**src/rtl/plic_src_filter.sv**
```systemverilog
`default_nettype none
// ============================================================================
// Module      : plic_src_filter
// Description : Per-source interrupt input conditioning for the PLIC.
//               Two-flop synchronizer, polarity correction, optional
//               debounce filter and a toggle-detect pulse per source.
//               Optional feature macro: PLIC_SRC_FILTER_EN
//                 defined   -> per-source debounce counters are built
//                 undefined -> filtered bit follows the sample every edge
// Revision    : 1.0 - initial release
// ============================================================================
module plic_src_filter #(
    parameter int SOURCES     = 8,
    parameter int FILTER_BITS = 4
) (
    input  logic                   clk,
    input  logic                   rst,
    input  logic [SOURCES-1:0]     src_raw,
    input  logic [SOURCES-1:0]     pol,
    input  logic [FILTER_BITS-1:0] filt_len,
    output logic [SOURCES-1:0]     src,
    output logic [SOURCES-1:0]     chg
);

    logic [SOURCES-1:0] r_s1;
    logic [SOURCES-1:0] r_s2;
    logic [1:0]         r_vld;
    logic [SOURCES-1:0] r_filt_d;
    logic [SOURCES-1:0] w_sample;
    logic [SOURCES-1:0] w_filt;

    // Polarity-corrected sample; a pol change takes effect immediately.
    assign w_sample = r_s2 ^ pol;

    // Two-flop synchronizer plus a warm-up flag: the synchronizer holds no
    // real sample until two edges after reset, so the filter waits for it.
    always_ff @(posedge clk) begin
        if (rst) begin
            r_s1  <= '0;
            r_s2  <= '0;
            r_vld <= 2'b00;
        end else begin
            r_s1  <= src_raw;
            r_s2  <= r_s1;
            r_vld <= {r_vld[0], 1'b1};
        end
    end

`ifdef PLIC_SRC_FILTER_EN
    // One debounce counter per source; filt_len is read fresh every edge so
    // lowering it below a running count releases the update at once.
    for (genvar s = 0; s < SOURCES; s++) begin : g_src
        logic                   r_bit;
        logic [FILTER_BITS-1:0] r_cnt;

        // Debounce: count consecutive differing samples, commit at filt_len.
        always_ff @(posedge clk) begin
            if (rst) begin
                r_bit <= 1'b0;
                r_cnt <= '0;
            end else if (r_vld[1]) begin
                if (w_sample[s] == r_bit) begin
                    r_cnt <= '0;
                end else if (r_cnt >= filt_len) begin
                    r_bit <= w_sample[s];
                    r_cnt <= '0;
                end else begin
                    r_cnt <= r_cnt + 1'b1;
                end
            end
        end

        assign w_filt[s] = r_bit;
    end : g_src
`else
    logic [SOURCES-1:0] r_filt;
    // Debounce length has no effect without the filter; port is kept.
    logic               w_unused_filt_len;
    assign w_unused_filt_len = ^filt_len;

    // No filter: the filtered bit tracks the synchronized sample.
    always_ff @(posedge clk) begin
        if (rst) begin
            r_filt <= '0;
        end else if (r_vld[1]) begin
            r_filt <= w_sample;
        end
    end

    assign w_filt = r_filt;
`endif

    // Previous filtered value, used to flag a toggle for one cycle.
    always_ff @(posedge clk) begin
        if (rst) begin
            r_filt_d <= '0;
        end else begin
            r_filt_d <= w_filt;
        end
    end

    assign src = w_filt;
    assign chg = w_filt ^ r_filt_d;

endmodule : plic_src_filter
`default_nettype wire

```
**config.mk**
```make
export PLATFORM = sky130hd
export DESIGN_NAME = plic_src_filter
export DESIGN_NICKNAME = d
export VERILOG_FILES = /design/src/rtl/plic_src_filter.sv
export SDC_FILE = /design/constraint.sdc
export NUM_CORES = 1
export LEC_CHECK = 0
export CORE_MARGIN = 2
export CORE_UTILIZATION = 40
export DETAILED_ROUTE_END_ITERATION = 8
export PLACE_DENSITY = 0.72
export RECOVER_POWER = 25
export SLEW_MARGIN = 20
export SYNTH_ARGS = -nofsm -noshare
export SYNTH_HDL_FRONTEND = slang
export SYNTH_SLANG_ARGS = --single-unit
```
**constraint.sdc**
```tcl
create_clock -name clk -period 0.9 [get_ports clk]
set_input_delay 0.09 -clock clk [delete_from_list [all_inputs] [get_ports clk]]
set_output_delay 0.09 -clock clk [all_outputs]
set_load 0.03 [all_outputs]
```
==> metrics.yaml <==
timing:
  maxSlewViolCount: 0
  setup_ws_ps: -220.4
  rsz0062_at_grt: "true"
  maxSlewHeadroom_pct: 74.68
  finalSetupTns_ps: -2906
  setup_violations: 22
  max_freq_mhz: 892.5
  finalHoldViolCount: 0
  worstMarginPinSlew_ps: 379.9
  fin_crit_sh_pct: 124.5
  fin_skew_ps: 8.322
  min_period_ps: 1120
  holdWs_ps: 290.5
logic_synthesis:
  synth_top_family_by_area: "simple AND/OR/NAND/NOR gates"
  synth_seq_cells: 34
  syn_inst: 97
  yosys.area_share.simple_pct: 16.91
  synthMuxAreaShare_pct: 0
  syn_nets: 119
  synth_xor_xnor_area_share_pct: 12.38
  synth-compound-area-share_pct: 6.188
  synth_cell_type_count: 12
  syn_avg_cell_area_sq_um: 11.67
  synthesis.area_sq_um: 1132
  ys_seq_area_share_pct: 60.11
  yosys_warnings: 0
  synthAdderAreaFrac_pct: 0
power:
  pwr-share-seq_pct: 48.5
  peakVddDrop_uv: 1434
  p_leak_nw: 0.7590
  combPwrFrac_pct: 19.4
  p_sw_w: 0.0008925
  p_per_area_nw_per_um2: 1768
  p_total_w: 0.003429
  swShare_pct: 26.03
  p_int_w: 0.002537
  pwr-share-clk_pct: 32.0
cts:
  postCtsHoldBufs: 0
  clock_sinks: 34
  clock-root-buffer: "clkbuf_4"
  clock_latency_ps: 340
  cts-root-to-sink-buffers: 2
  htreeDepth: 2
  cts.reportedPaths.clkPinSlew_ps: 110
  cts_tree: "yes"
  cts_buffers: 5
drt:
  ant_nets: 0
  dr.pass1.iters: 4
  via_count: 776
  drc: 0
  routed_wl_um: 2146
  dr.first_iter.drc_count: 10
  vias_per_cell: 4.360
  wl_per_cell_um: 12.06
global_route:
  grt_pass1_wl_um: 3249
  grt_overflow_total: 0
  grt_usage_pct: 13.57
  antenna_found_initial: 0
  first_global_vias: 763
  grt_max_degree: 35
setup_path:
  critPathMaxFanout: 4
  required_ps: 810
  cp-start-kind: "register"
  path_class: "register to primary output"
  worstSetupEndpointType: "primary output"
  arrival_ps: 1030
placement:
  placed_area_sq_um: 1615
  dpl.hpwl_um: 1146
  port_buffers: 33
  place_congestion: 0.6034
layout:
  diodes: 0
  multi_input_area_sq_um: 581.8
  layout-drive-gt1-share_pct: 49.66
  fin_nets: 168
  layout_common_cells: "25 x nor2b_1, 22 x buf_6, 17 x dfxtp_1"
  nFillCells: 192
  final_area_sq_um: 1939
  final_common_cell: "nor2b_1"
  final-seq-area_sq_um: 724.4
  area_growth_pct: 71.27
outcome:
  violations: "setup timing"
  status: "finished with violations"
floorplan:
  core_sq_um: 2734
  fp.dieH_um: 57.21
  dieArea_sq_um: 3272
  chipWidth_um: 57.21
  start_util_pct: 41.42
  rows: 19
  io_pins: 38
run:
  drv_cap: 0
hold_path:
  hp-class: "primary input to register"
[stage by stage]
stage | setup slack [ps] | instances | util, %
4_1_cts | -222.6 | 174 | 68.10
6_report | -220.4 | 178 | 70.94
3_5_place_dp | -112.5 | 158 | 59.08
2_1_floorplan | 55.32 | 97 | -
5_1_grt | -285.2 | 178 | 70.94
3_3_place_gp | -75.10 | 158 | 59.08
[routing by layer]
metal / up-vias / track usage [%] / share of wire, %
met1: 353 / 13.54 / 36
met5: - / 0 / 0
li1: 395 / - / -
met2: 24 / 23.48 / 57
met4: 0 / 6.977 / 1.1
met3: 4 / 6.349 / 5.3
[critical path, stage by stage (launching register included)]
cell     delay (ps)
dfxtp_4         390
xor2_4          180
buf_6           130
[registers in the layout, summed over array words and instances, names as in the netlist]
signal / cells
r_filt_d: 8
r_s1: 8
r_s2: 8
src: 8
r_vld: 2
[path summary, 6_finish.rpt]
path / startpoint / endpoint / slack, ps / cells after the start
max: src[6] / chg[6] / -220 / 2
min: src_raw[5] / r_s1[5] / 290 / 2
max reg2reg: src[0] / src[0] / -20 / 4
min reg2reg: r_s1[3] / r_s2[3] / 440 / 1
[cells in the mapped netlist, drive strengths merged]
cell	number	area, sq um
dfxtp	34	680.7
nor2b	25	156.4
a211oi	8	70.06
nor2	8	35.03
xnor2	8	70.07
xor2	8	70.07
buf	5	46.29
inv	1	3.750
[logic make-up (layout without fill, tap and decap cells)]
logic type	count (synthesis)	in the layout
AOI/OAI and AO/OA	8	8
xor gates and xnor gates	16	16
buffers and inverters	6	56
DFF	34	34
and+or+nand+nor	33	33
[what timing repair did]
item                       in CTS  in global routing
hold endpoints to repair        0                  0
resized for setup              36                 11
cloned                          0                  1
pin swaps                       8                  6
setup endpoints to repair      17                 21
setup buffers                   8                  4
[layout make-up]
cell class / instances / share of cell area, %
Timing Repair Buffer: 47 / 26.19
Sequential cell: 34 / 37.35
Inverter: 1 / 0.1935
Clock inverter: 3 / 2.323
Tap cell: 31 / 2.000
Multi-Input combinational cell: 57 / 30.00
Clock buffer: 5 / 1.935
[power by group through the flow]
stage | Combinational [W] | Sequential (W) | Clock, W
6_report | 0.000666 | 0.00166 | 0.00110
5_1_grt | 0.000699 | 0.00168 | 0.00125
4_1_cts | 0.000618 | 0.00166 | 0.00112
3_5_place_dp | 0.000522 | 0.00171 | 0
3_3_place_gp | 0.000515 | 0.00170 | 0
2_1_floorplan | 0.000279 | 0.00175 | 0
(Power assumes the default switching activity.)
